## src/rtl/ram_seq_pkg.sv

```systemverilog
`default_nettype none
//==============================================================================
// Module      : ram_seq_pkg
// Description : Command opcodes and FSM state encodings for ram_seq_ctrl.
// Revision    : 1.0 - initial release
//==============================================================================
package ram_seq_pkg;

    localparam logic [1:0] OP_READ  = 2'b00;
    localparam logic [1:0] OP_WRITE = 2'b01;
    localparam logic [1:0] OP_FILL  = 2'b10;
    localparam logic [1:0] OP_SCAN  = 2'b11;

    typedef enum logic [1:0] {
        ST_IDLE = 2'd0,
        ST_READ = 2'd1,
        ST_FILL = 2'd2,
        ST_SCAN = 2'd3
    } state_t;

endpackage
`default_nettype wire

```

## src/rtl/ram_sp.sv

```systemverilog
`default_nettype none
//==============================================================================
// Module      : ram_sp
// Description : Single-port RAM, synchronous write, registered read (old data
//               on a same-address read-during-write). Contents are not reset.
// Revision    : 1.0 - initial release
//==============================================================================
module ram_sp #(
    parameter int DATA_W = 4,
    parameter int ADDR_W = 5
) (
    input  logic              clk,
    input  logic              i_we,
    input  logic [ADDR_W-1:0] i_addr,
    input  logic [DATA_W-1:0] i_wdata,
    output logic [DATA_W-1:0] o_q
);

    logic [DATA_W-1:0] r_mem [0:(2**ADDR_W)-1];

    always_ff @(posedge clk) begin
        if (i_we) begin
            r_mem[i_addr] <= i_wdata;
        end
        o_q <= r_mem[i_addr];
    end

endmodule
`default_nettype wire

```

## src/rtl/ram_seq_ctrl.sv

```systemverilog
`default_nettype none
//==============================================================================
// Module      : ram_seq_ctrl
// Description : Command FSM in front of a single-port RAM: READ, WRITE, FILL
//               (write one value everywhere) and SCAN (stream every word out).
// Revision    : 1.0 - initial release
//==============================================================================
module ram_seq_ctrl
    import ram_seq_pkg::*;
#(
    parameter int DATA_W = 4,
    parameter int ADDR_W = 5
) (
    input  logic              clk,
    input  logic              reset,
    input  logic              cmd_valid,
    input  logic [1:0]        cmd_op,
    input  logic [ADDR_W-1:0] cmd_addr,
    input  logic [DATA_W-1:0] cmd_data,
    output logic              cmd_ready,
    output logic              rd_valid,
    output logic [ADDR_W-1:0] rd_addr,
    output logic [DATA_W-1:0] rd_data,
    output logic              busy,
    output logic              done
);

    localparam int                DEPTH       = 2**ADDR_W;
    localparam logic [ADDR_W-1:0] c_last_addr = ADDR_W'(DEPTH - 1);
    localparam logic [ADDR_W-1:0] c_one       = ADDR_W'(1);

    state_t            r_state, w_state_nxt;
    logic [ADDR_W-1:0] r_ctr, w_ctr_nxt;
    logic [DATA_W-1:0] r_fill, w_fill_nxt;
    logic [ADDR_W-1:0] r_addr_lat, w_addr_lat_nxt;
    logic              r_cmd_ready, r_busy;
    logic              r_rd_valid, w_rd_valid_nxt;
    logic [ADDR_W-1:0] r_rd_addr, w_rd_addr_nxt;
    logic [DATA_W-1:0] r_rd_data, w_rd_data_nxt;
    logic              r_done, w_done_nxt;

    logic              w_accept;
    logic              w_ram_we;
    logic [ADDR_W-1:0] w_ram_addr;
    logic [DATA_W-1:0] w_ram_wdata;
    logic [DATA_W-1:0] w_ram_q;

    assign w_accept = cmd_valid && r_cmd_ready;

    ram_sp #(
        .DATA_W (DATA_W),
        .ADDR_W (ADDR_W)
    ) u_ram (
        .clk     (clk),
        .i_we    (w_ram_we),
        .i_addr  (w_ram_addr),
        .i_wdata (w_ram_wdata),
        .o_q     (w_ram_q)
    );

    always_ff @(posedge clk or posedge reset) begin
        if (reset) begin
            r_state     <= ST_IDLE;
            r_ctr       <= '0;
            r_fill      <= '0;
            r_addr_lat  <= '0;
            r_cmd_ready <= 1'b1;
            r_busy      <= 1'b0;
            r_rd_valid  <= 1'b0;
            r_rd_addr   <= '0;
            r_rd_data   <= '0;
            r_done      <= 1'b0;
        end else begin
            r_state     <= w_state_nxt;
            r_ctr       <= w_ctr_nxt;
            r_fill      <= w_fill_nxt;
            r_addr_lat  <= w_addr_lat_nxt;
            r_cmd_ready <= (w_state_nxt == ST_IDLE);
            r_busy      <= (w_state_nxt != ST_IDLE);
            r_rd_valid  <= w_rd_valid_nxt;
            r_rd_addr   <= w_rd_addr_nxt;
            r_rd_data   <= w_rd_data_nxt;
            r_done      <= w_done_nxt;
        end
    end

    always_comb begin
        w_state_nxt    = r_state;
        w_ctr_nxt      = r_ctr;
        w_fill_nxt     = r_fill;
        w_addr_lat_nxt = r_addr_lat;
        w_rd_valid_nxt = 1'b0;
        w_rd_addr_nxt  = r_rd_addr;
        w_rd_data_nxt  = r_rd_data;
        w_done_nxt     = 1'b0;
        w_ram_we       = 1'b0;
        w_ram_addr     = r_addr_lat;
        w_ram_wdata    = r_fill;

        case (r_state)
            ST_IDLE: begin
                // A SCAN prefetches word 0 so its first beat lands one edge after accept.
                w_ram_addr  = (cmd_op == OP_SCAN) ? '0 : cmd_addr;
                w_ram_wdata = cmd_data;
                if (w_accept) begin
                    case (cmd_op)
                        OP_READ: begin
                            w_addr_lat_nxt = cmd_addr;
                            w_state_nxt    = ST_READ;
                        end
                        OP_WRITE: begin
                            w_ram_we   = 1'b1;
                            w_done_nxt = 1'b1;
                        end
                        OP_FILL: begin
                            w_fill_nxt  = cmd_data;
                            w_ctr_nxt   = '0;
                            w_state_nxt = ST_FILL;
                        end
                        default: begin
                            w_ctr_nxt   = '0;
                            w_state_nxt = ST_SCAN;
                        end
                    endcase
                end
            end
            ST_READ: begin
                w_rd_valid_nxt = 1'b1;
                w_rd_addr_nxt  = r_addr_lat;
                w_rd_data_nxt  = w_ram_q;
                w_done_nxt     = 1'b1;
                w_state_nxt    = ST_IDLE;
            end
            ST_FILL: begin
                w_ram_we   = 1'b1;
                w_ram_addr = r_ctr;
                w_ctr_nxt  = r_ctr + c_one;
                if (r_ctr == c_last_addr) begin
                    w_ctr_nxt   = '0;
                    w_done_nxt  = 1'b1;
                    w_state_nxt = ST_IDLE;
                end
            end
            ST_SCAN: begin
                // RAM is read one word ahead of the beat being presented.
                w_ram_addr     = r_ctr + c_one;
                w_rd_valid_nxt = 1'b1;
                w_rd_addr_nxt  = r_ctr;
                w_rd_data_nxt  = w_ram_q;
                w_ctr_nxt      = r_ctr + c_one;
                if (r_ctr == c_last_addr) begin
                    w_ctr_nxt   = '0;
                    w_done_nxt  = 1'b1;
                    w_state_nxt = ST_IDLE;
                end
            end
            default: begin
                w_state_nxt = ST_IDLE;
            end
        endcase
    end

    assign cmd_ready = r_cmd_ready;
    assign busy      = r_busy;
    assign rd_valid  = r_rd_valid;
    assign rd_addr   = r_rd_addr;
    assign rd_data   = r_rd_data;
    assign done      = r_done;

endmodule
`default_nettype wire
```

## config.mk

```make
export PLATFORM = sky130hd
export DESIGN_NAME = ram_seq_ctrl
export DESIGN_NICKNAME = d
export VERILOG_FILES = /design/src/rtl/ram_seq_pkg.sv /design/src/rtl/ram_sp.sv /design/src/rtl/ram_seq_ctrl.sv
export SDC_FILE = /design/constraint.sdc
export NUM_CORES = 1
export LEC_CHECK = 0
export ABC_AREA = 0
export ABC_CLOCK_PERIOD_IN_PS = 2600
export BUFFER_PORTS_ARGS = -buffer_cell sky130_fd_sc_hd__clkbuf_2
export CAP_MARGIN = 20
export CORE_ASPECT_RATIO = 1.4
export CORE_MARGIN = 2
export CORE_UTILIZATION = 55
export DETAILED_ROUTE_END_ITERATION = 10
export PLACE_DENSITY = 0.76
export SLEW_MARGIN = 20
export SYNTH_ARGS = -nofsm -noshare
export SYNTH_HDL_FRONTEND = slang
export SYNTH_SLANG_ARGS = --single-unit
```

## constraint.sdc

```tcl
create_clock -name clk -period 2.6 [get_ports clk]
set_clock_uncertainty 0.1 [all_clocks]
set_input_delay 0.52 -clock clk [delete_from_list [all_inputs] [get_ports clk]]
set_output_delay 0.52 -clock clk [all_outputs]
set_load 0.005 [all_outputs]
```

==> results of run 1 <==
[repair_timing]
action | 4_1_cts | 5_1_grt
buffers inserted | 0 | 3
setup endpoints to repair | 41 | 90
resized for setup | 10 | 38
pin swaps | 2 | 6
[layout make-up]
class / instances / share of cell area (%)
Multi-Input combinational cell: 335 / 25.7
Clock inverter: 8 / 0.699
Clock buffer: 24 / 6.50
Tap cell: 150 / 2.23
Inverter: 7 / 0.312
Timing Repair Buffer: 107 / 9.27
Sequential cell: 161 / 55.3
[synthesized netlist by cell type (2+ instances only)]
cell	n
o22ai_1	2
and2_1	2
buf_2	14
buf_6	3
nand4_1	4
ha_1	2
a32oi_1	13
o22a_1	2
mux2_2	17
inv_1	7
nand3_1	13
a21o_1	2
o21ai_0	16
edfxtp_1	128
nand2b_1	2
a311oi_1	2
nand2_1	104
buf_4	2
a21oi_1	36
a221oi_1	2
a22o_1	2
a31oi_1	7
nor2_1	44
a32o_1	11
mux4_2	2
clkbuf_1	10
o211ai_1	2
o2111a_1	2
or2_2	2
and3_1	7
buf_1	2
a22oi_1	10
nor3_1	2
mux2i_1	7
a311o_1	2
xor2_1	2
dfxtp_1	4
dfrtp_1	28
or3_1	3
[routing by layer]
metal | up-vias | part of all wire [%] | track usage, %
met1 | 2409 | 37 | 30.9
met2 | 258 | 53 | 44.9
met5 | - | 0 | 0
met4 | 0 | 4.8 | 13.7
met3 | 65 | 5.9 | 4.64
li1 | 2194 | - | -
[flip-flops by register name, indices dropped and copies added, names as in the netlist]
| signal | flops |
|---|---|
| rd_valid | 1 |
| r_addr_lat | 5 |
| r_state | 2 |
| rd_addr | 5 |
| r_ctr | 5 |
| rd_data | 4 |
| done | 1 |
| r_fill | 4 |
| u_ram.r_mem | 128 |
| busy | 1 |
| cmd_ready | 1 |
| u_ram.o_q | 4 |
[metrics by stage]
step | instance area (um^2) | utilization (%) | setup WS [ns] | total power, uW
2_1_floorplan | 6820 | - | 0.0481 | 7080
3_3_place_gp | 7590 | 62.3 | -0.0226 | 9050
3_5_place_dp | 7590 | 62.3 | -0.0899 | 9220
4_1_cts | 8230 | 67.5 | -0.0573 | 11800
5_1_grt | 8410 | 69.0 | -0.0488 | 12800
6_report | 8410 | 69.0 | 0.0162 | 12200
[logic make-up after synthesis]
family,Yosys count,synth area share (%)
compound gates,118,12.2
xor+xnor,3,0.385
flops,161,68.2
simple gates,186,11.5
fa+ha+maj,2,0.367
buf+inv,39,2.86
mux,26,4.50
[how the worst min path moves through the flow]
stage	slack (ns)	depth (start not counted)	start	endpoint
detailed placement	0.37	1	u_ram.o_q[3]	rd_data[3]
global route	0.08	3	reset	r_fill[2]
global placement	0.34	1	u_ram.o_q[3]	rd_data[3]
finish	0.04	3	reset	r_state[0]
CTS	0.04	3	reset	r_state[0]
floorplan	0.34	1	u_ram.o_q[0]	rd_data[0]
[critical path, stage by stage (launching register included)]
cell and delay, ns:
dfrtp_1 0.41, ha_4 0.28, inv_1 0.04, mux4_2 0.56, a31oi_1 0.26, nand2_1 0.11
a32oi_2 0.27, o211ai_1 0.13, or3_1 0.30
[where the power goes]
| group | internal (uW) | total (uW) | switching (uW) |
|---|---|---|---|
| clock | 1490 | 2470 | 982 |
| combinational | 2170 | 5740 | 3570 |
| sequential | 3750 | 4020 | 270 |
| total | 7400 | 12200 | 4820 |
==> run metrics, run 1 <==
status=completed; CTS Buf Count=17; peak supply drop=0.663 mV; vias in the first global route=4896; Max Cap Viol=0; Post-Syn Instances=535; worst-skew pair later-pin latency=0.42 ns; IO Pins=27; Final HPWL DP=11200 um; number of flops mapped to enable cells by yosys=128; drt drc=0; Mapped Nets=551; clk buf depth=2; Clock Tree Root=clkbuf_16; std cell rows=48; Post-Syn Area per Cell=12.7 um^2; worst-margin pin slew=0.705 ns; Worst Setup End Kind=register; reg-to-reg slack, setup=0.02 ns; fin cells=792; Setup TNS Final=0 ns; post-synthesis sequential area ratio=68.2%; DR pass1 iterations=5; antenna violations before repair=0; Async S/R FF share, synth=18.0%; PwrDens=1450 mW/mm^2; Clock H-tree levels=4; worst hold slack=0.0443 ns; I/O Buffers=26; post-placement cell count=757; Worst setup endpoint=u_ram.o_q[0]; Cell Area, Synth=0.00682 mm^2; crit path launch type=register; final WL=17000 um; die width=98.1 um; Initial Util=55.9%; most frequent cells in the layout=edfxtp_1, nand2_1, buf_4; Final Slew Violations=0; top cell type's share of synthesized area=56.4%; # fillers=799; antenna diode count=0; largest net degree at the start of global routing=35; routed via count=4926; Starting DRT DRC Count=527; ys flop type=edfxtp_1; # nets final=645; FF-to-FF Start=r_ctr[1]; GPL Wtd Cong=0.995; Reg2Reg Depth=8; register area=0.00465 mm^2; dominant cell type by area after synthesis=edfxtp_1; Crit Path Class=register to register; Final Setup Violations=0; Die H=136 um; slew margin rel.=53.0%; ranking of synthesized cells by area=edfxtp_1, dfrtp_1, nand2_1; Unique masters post-synth=52; LEAKAGE=0.00318 uW; antenna-violating nets left=0; worst-path fanout max=7; Final Hold Fails=0; Worst EP arrival=2.78 ns; Overflow after GRT=0; first-pass GRT wire length=26200 um; Fmax achieved=387 MHz; Core ar.=0.0122 mm^2; CTS sink count=161; DIE AREA=0.0133 mm^2; RR Endpoint=u_ram.o_q[0]; leading cell type in the layout, fill and taps excluded=edfxtp_1; multi-input logic area=0.00216 mm^2; CTS clk-pin slew, worst paths=0.06 ns; Syn-to-layout area delta=23.3%; WP data required=2.80 ns; #FFs+latches synth=161; total track usage=26.0%; wire per inst=21.5 um; hold crit path type=input pin to asynchronous set/reset pin; post-cts hold buffer count=0; YS warnings=0; post-route clock period utilization=99.4%; CP Launch Point=r_ctr[1]; CTS tree=yes; Vias/cell=6.22; clock period minus worst slack=2.58 ns; share of layout cells above drive strength 1=30.7%
Power figures use the tool's default switching activity.
==> run 2, diff against run 1 <==
--- a/config.mk
+++ b/config.mk
@@ -9,9 +9,10 @@
 export ABC_CLOCK_PERIOD_IN_PS = 2600
 export BUFFER_PORTS_ARGS = -buffer_cell sky130_fd_sc_hd__clkbuf_2
 export CAP_MARGIN = 20
-export CORE_ASPECT_RATIO = 1.4
+export CORE_ASPECT_RATIO = 0.75
 export CORE_MARGIN = 2
 export CORE_UTILIZATION = 55
+export CTS_BUF_LIST = sky130_fd_sc_hd__clkbuf_4
 export DETAILED_ROUTE_END_ITERATION = 10
 export PLACE_DENSITY = 0.76
 export SLEW_MARGIN = 20
==> run metrics, run 2 (same netlist as run 1, synthesis figures left out) <==
status=complete, but fails checks; failing checks=setup timing; LEAKAGE=0.00309 uW (-2.8%); slew margin rel.=55.7% (+2.7 points); multi-input logic area=0.00217 mm^2 (+0.58%); Worst EP arrival=2.97 ns (+0.19 ns); clock share of power=13.1% (-7.1 points); Final Slew Violations=0 (unchanged); final setup margin=-0.0188 ns (-0.0350 ns); hold crit path type=input pin to register; Sw Share=43.0% (+3.6 points); Vias/cell=6.01 (-3.4%); WP data required=2.95 ns (+0.15 ns); final instance area=0.00820 mm^2 (-2.5%); peak supply drop=1.41 mV (+110%); final WL=16500 um (-3.3%); IO Pins=27 (unchanged); Setup TNS Final=-0.0188 ns (-0.0188 ns); largest net degree at the start of global routing=54 (+54%); CTS tree=yes; met2 wire length=7670 um (-14%); worst-skew pair later-pin latency=0.56 ns (+0.14 ns); antenna diode count=0 (unchanged); PwrDens=1390 mW/mm^2 (-4.7%); Worst Setup End Kind=register; sequential power share=35.1% (+2.2 points); antenna violations before repair=0 (unchanged); post-placement cell count=769 (+1.6%); Placement Cell Area=0.00759 mm^2 (about the same); antenna-violating nets left=0 (unchanged); register area=0.00465 mm^2 (about the same); clock period minus worst slack=2.62 ns (+0.0350 ns); Crit Path Class=register to register; # nets final=645 (unchanged); Max Cap Viol=0 (unchanged); Final Hold Fails=0 (unchanged); Top Metal Used=met4; total track usage=24.9% (-1.1 points); routed via count=4857 (-1.4%); Core ar.=0.0122 mm^2 (-0.14%); slowest stage delay, CP=0.56 ns (about the same); Biggest register=u_ram.r_mem; met1 WL=7060 um (+13%); Met3 Wirelength=1500 um (+48%); share of the core filled with cells=67.3% (-1.6 points); Cell Int Power=6480 uW (-13%); unrepaired setup endpoints after global routing=yes; worst-path fanout max=5 (-2); CTS Buf Count=17 (unchanged); most frequent cells in the layout=edfxtp_1, nand2_1, buf_4; Die H=100 um (-26%); Syn-to-layout area delta=20.2%; std cell rows=35 (-27%); Overflow after GRT=0 (unchanged); combinational power share=51.8% (+4.9 points); vias in the first global route=4665 (-4.7%); leading cell type in the layout, fill and taps excluded=edfxtp_1; DR pass1 iterations=6 (+1); share of layout cells above drive strength 1=31.2% (+0.47 points); GPL Wtd Cong=0.934 (-6.2%); Clock H-tree levels=4 (unchanged); Switch Pwr=4890 uW (+1.4%); CP Buf/Inv Count=0 (-1); CTS clk-pin slew, worst paths=0.16 ns (+0.10 ns); # fillers=879 (+10%); Final Setup Violations=1 (+1); wire per inst=20.4 um (-5.2%); I/O Buffers=26 (unchanged); clk buf depth=2 (unchanged); die width=133 um (+35%); Initial Util=56.0% (+0.080 points); first-pass GRT wire length=24900 um (-5.0%); CP top delay family=compound AO/OA/AOI/OAI gates; Final HPWL DP=10600 um (-5.5%); fin cells=808 (+2.0%); crit path launch type=register; Clock Tree Root=clkbuf_4; post-route clock period utilization=101% (+1.3 points); worst-path cell chain=ha_4 -> mux4_2 -> a311oi_2 -> a22oi_2 -> a32oi_1 -> o211ai_1 -> a2111o_1; drt drc=0 (unchanged); DIE AREA=0.0133 mm^2 (about the same); Starting DRT DRC Count=490 (-7.0%); Critical-path top delay cell=mux4_2; CTS sink count=161 (unchanged); Placement Setup Slack=-0.154 ns (-0.0639 ns); worst-margin pin slew=0.664 ns (-0.0404 ns); Fmax achieved=382 MHz (-1.3%); max reg flops=128 (unchanged)
## run 2: cell types whose count changed in the layout (fill, tap and decap cells not counted), sizes merged
cell         before  now
clkbuf           50   45
buf              81   78
inv              11   17
clkinv            3    5
clkinvlp          1    0
dlygate4sd3       0    1
## run 2: path summary, 6_finish.rpt
check	from	endpoint	slack (ns)	depth (start not counted)
worst max-delay path	r_ctr[1]	u_ram.o_q[2]	-0.02	7
worst min-delay path	cmd_addr[3]	r_addr_lat[3]	0.10	2
worst max register to register	r_ctr[1]	u_ram.o_q[2]	-0.02	7
worst min register to register	u_ram.o_q[3]	rd_data[3]	0.39	1
max in group asynchronous	reset	cmd_ready	1.49	4
min in group asynchronous	reset	busy	0.29	3
## run 2: cell type report
cell class	count	area share, %
multi-input cells	335	26.5
clock buffers	17	1.56
clock inverters	15	2.00
inverters	7	0.320
repair buffers	107	10.4
well taps	166	2.53
flip-flops and latches	161	56.8
## run 2: repair_timing
item                                   CTS  global route
setup endpoints to repair               68           100
pin swaps                                9            13
gates cloned                             0             2
gates resized for setup                 25            26
buffers inserted                         2             4
hold buffers                             1             0
endpoints found under the hold margin    5             0
## run 2: per-layer routing
metal | vias to the layer above | global-route usage, %
met5 | - | 0
met4 | 0 | 8.68
met3 | 22 | 6.26
met2 | 267 | 37.7
met1 | 2363 | 35.6
li1 | 2205 | -
## run 2: metrics by stage
stage / total power (uW) / hold slack [ns]
final: 11400 / 0.101
after detailed placement: 9170 / 0.320
after CTS: 10800 / 0.0612
after floorplan: 7080 / 0.339
after global routing: 11900 / 0.0602
after global placement: 9010 / 0.316
## run 2: power groups by stage
stage | logic, uW | registers (uW) | clock network, uW
after CTS | 5310 | 3980 | 1500
after floorplan | 3140 | 3940 | 0
after global placement | 5000 | 4010 | 0
after global routing | 6300 | 4040 | 1600
final | 5890 | 3990 | 1480
after detailed placement | 5140 | 4030 | 0
## run 2: worst reg2reg max path, stage by stage (launching register included)
cell and delay [ns]:
dfrtp_1 0.44, ha_4 0.26, mux4_2 0.57, a311oi_2 0.36, a22oi_2 0.14, a32oi_1 0.20
o211ai_1 0.16, a2111o_1 0.31
==> run 3, diff against run 2 <==
--- a/config.mk
+++ b/config.mk
@@ -6,7 +6,7 @@
 export NUM_CORES = 1
 export LEC_CHECK = 0
 export ABC_AREA = 0
-export ABC_CLOCK_PERIOD_IN_PS = 2600
+export ABC_CLOCK_PERIOD_IN_PS = 2300
 export BUFFER_PORTS_ARGS = -buffer_cell sky130_fd_sc_hd__clkbuf_2
 export CAP_MARGIN = 20
 export CORE_ASPECT_RATIO = 0.75
==> constraint.sdc (replaced) <==
create_clock -name clk -period 2.3 [get_ports clk]
set_clock_uncertainty 0.1 [all_clocks]
set_input_delay 0.46 -clock clk [delete_from_list [all_inputs] [get_ports clk]]
set_output_delay 0.46 -clock clk [all_outputs]
set_load 0.005 [all_outputs]
==> run metrics, run 3 (same netlist as run 1, synthesis figures left out) <==
IO Pins=27 (unchanged); Final Setup Violations=132 (+131); CP Buf/Inv Count=1 (+1); DR pass1 iterations=8 (+2); Clock Tree Root=clkbuf_4; total track usage=27.8% (+2.9 points); first-pass GRT wire length=27200 um (+9.5%); Initial Util=56.0% (unchanged); Crit Path Class=register to register; share of layout cells above drive strength 1=38.3% (+7.2 points); Max Cap Viol=0 (unchanged); routed via count=4991 (+2.8%); multi-input logic area=0.00255 mm^2 (+18%); unrepaired setup endpoints after global routing=yes; Final HPWL DP=11000 um (+4.5%); register area=0.00465 mm^2 (unchanged); antenna diode count=0 (unchanged); final setup margin=-0.225 ns (-0.206 ns); CTS tree=yes; Overflow after GRT=0 (unchanged); WP data required=2.64 ns (-0.31 ns); drt drc=0 (unchanged); Critical-path top delay cell=dfrtp_2; Setup TNS Final=-11.41 ns (-11.39 ns); I/O Buffers=26 (unchanged); most frequent cells in the layout=edfxtp_1, nand2_1, buf_4; std cell rows=35 (unchanged); failing checks=setup timing; Syn-to-layout area delta=28.1%; CP top delay family=simple AND/OR/NAND/NOR gates; CTS clk-pin slew, worst paths=0.14 ns (-0.02 ns); antenna violations before repair=1 (+1); Die H=100 um (unchanged); Biggest register=u_ram.r_mem; worst-margin pin slew=0.752 ns (+0.0871 ns); vias in the first global route=4836 (+3.7%); Final Hold Fails=0 (unchanged); slew margin rel.=49.9% (-5.8 points); hold crit path type=input pin to register; max reg flops=128 (unchanged); leading cell type in the layout, fill and taps excluded=edfxtp_1; CTS Buf Count=17 (unchanged); Worst EP arrival=2.87 ns (-0.10 ns); # nets final=642 (-0.47%); CTS sink count=161 (unchanged); final WL=17800 um (+8.0%); die width=133 um (unchanged); Placement Cell Area=0.00775 mm^2 (+2.0%); GPL Wtd Cong=0.914 (-2.2%); worst-skew pair later-pin latency=0.56 ns (about the same); crit path launch type=register; worst-path cell chain=ha_4 -> and3_4 -> ha_4 -> mux2i_2 -> a21oi_2 -> buf_6 -> and3_4 -> a32oi_2 -> o211ai_1 -> or3_1; worst-path fanout max=6 (+1); DIE AREA=0.0133 mm^2 (unchanged); # fillers=794 (-9.7%); Clock H-tree levels=4 (unchanged); Vias/cell=6.20 (+3.1%); clk buf depth=2 (unchanged); Placement Setup Slack=-0.234 ns (-0.0805 ns); largest net degree at the start of global routing=33 (-39%); final instance area=0.00873 mm^2 (+6.5%); Final Slew Violations=0 (unchanged); Starting DRT DRC Count=496 (+1.2%); Worst Setup End Kind=register; post-route clock period utilization=110% (+9.0 points); slowest stage delay, CP=0.45 ns (-0.11 ns); clock period minus worst slack=2.52 ns (-0.0941 ns); status=complete, but fails checks; Core ar.=0.0122 mm^2 (unchanged); wire per inst=22.1 um (+8.4%); antenna-violating nets left=0 (unchanged); Fmax achieved=396 MHz (+3.7%)
run 3: cell types whose count changed in the layout (fill, tap and decap cells not counted), sizes merged:
| cell | delta |
|---|---|
| inv | -4 |
| bufinv | +5 |
| clkbuf | -2 |
| clkinvlp | +2 |
| buf | -3 |
| bufbuf | +2 |
| clkinv | -3 |
run 3: worst reg2reg max path, stage by stage, from the launching register on:
cell,delay (ns)
dfrtp_2,0.45
ha_4,0.17
and3_4,0.15
ha_4,0.22
mux2i_2,0.18
a21oi_2,0.11
buf_6,0.16
and3_4,0.20
a32oi_2,0.21
o211ai_1,0.12
or3_1,0.35
run 3: metrics by stage:
stage	cells	utilization (%)	hold slack [ns]
2_1_floorplan	535	-	0.339
3_3_place_gp	753	63.6	0.262
3_5_place_dp	753	63.6	0.272
4_1_cts	799	70.4	0.0122
5_1_grt	805	71.7	0.00206
6_report	805	71.7	0.0364
run 3: final cells by class:
type,count,share of cell area [%]
clock buffers,17,1.46
clock inverters,15,2.59
inverters,7,0.344
multi-input cells,335,29.2
flip-flops and latches,161,53.3
well taps,166,2.38
repair buffers,104,10.7
run 3: path summary, 6_finish.rpt:
check / to / slack [ns] / start / cells past startpoint
worst min register to register: r_fill[0] / 0.42 / r_fill[0] / 1
min in group asynchronous: busy / 0.25 / reset / 3
worst max-delay path: u_ram.o_q[0] / -0.22 / r_ctr[1] / 10
max in group asynchronous: r_state[1] / 1.27 / reset / 4
worst min-delay path: r_addr_lat[3] / 0.04 / cmd_addr[3] / 2
worst max register to register: u_ram.o_q[0] / -0.22 / r_ctr[1] / 10
run 3: what timing repair did:
item | 4_1_cts | 5_1_grt
endpoints found under the hold margin | 6 | 0
hold buffers | 1 | 0
setup endpoints to repair | 124 | 130
cloned | 4 | 0
gates resized for setup | 64 | 23
pin swaps | 30 | 19
setup buffers | 9 | 6
run 3: routing by layer:
metal / vias to the layer above / share of wire (%) / track usage [%]
li1: 2212 / - / -
met1: 2447 / 43 / 39.7
met2: 287 / 45 / 42.2
met3: 45 / 9.8 / 6.97
met4: 0 / 2.3 / 9.26
met5: - / 0 / 0
Power of run 3 is left out: the tool's default activity adds up to more than one toggle a clock period on the data nets, which glitch-free logic cannot reach.
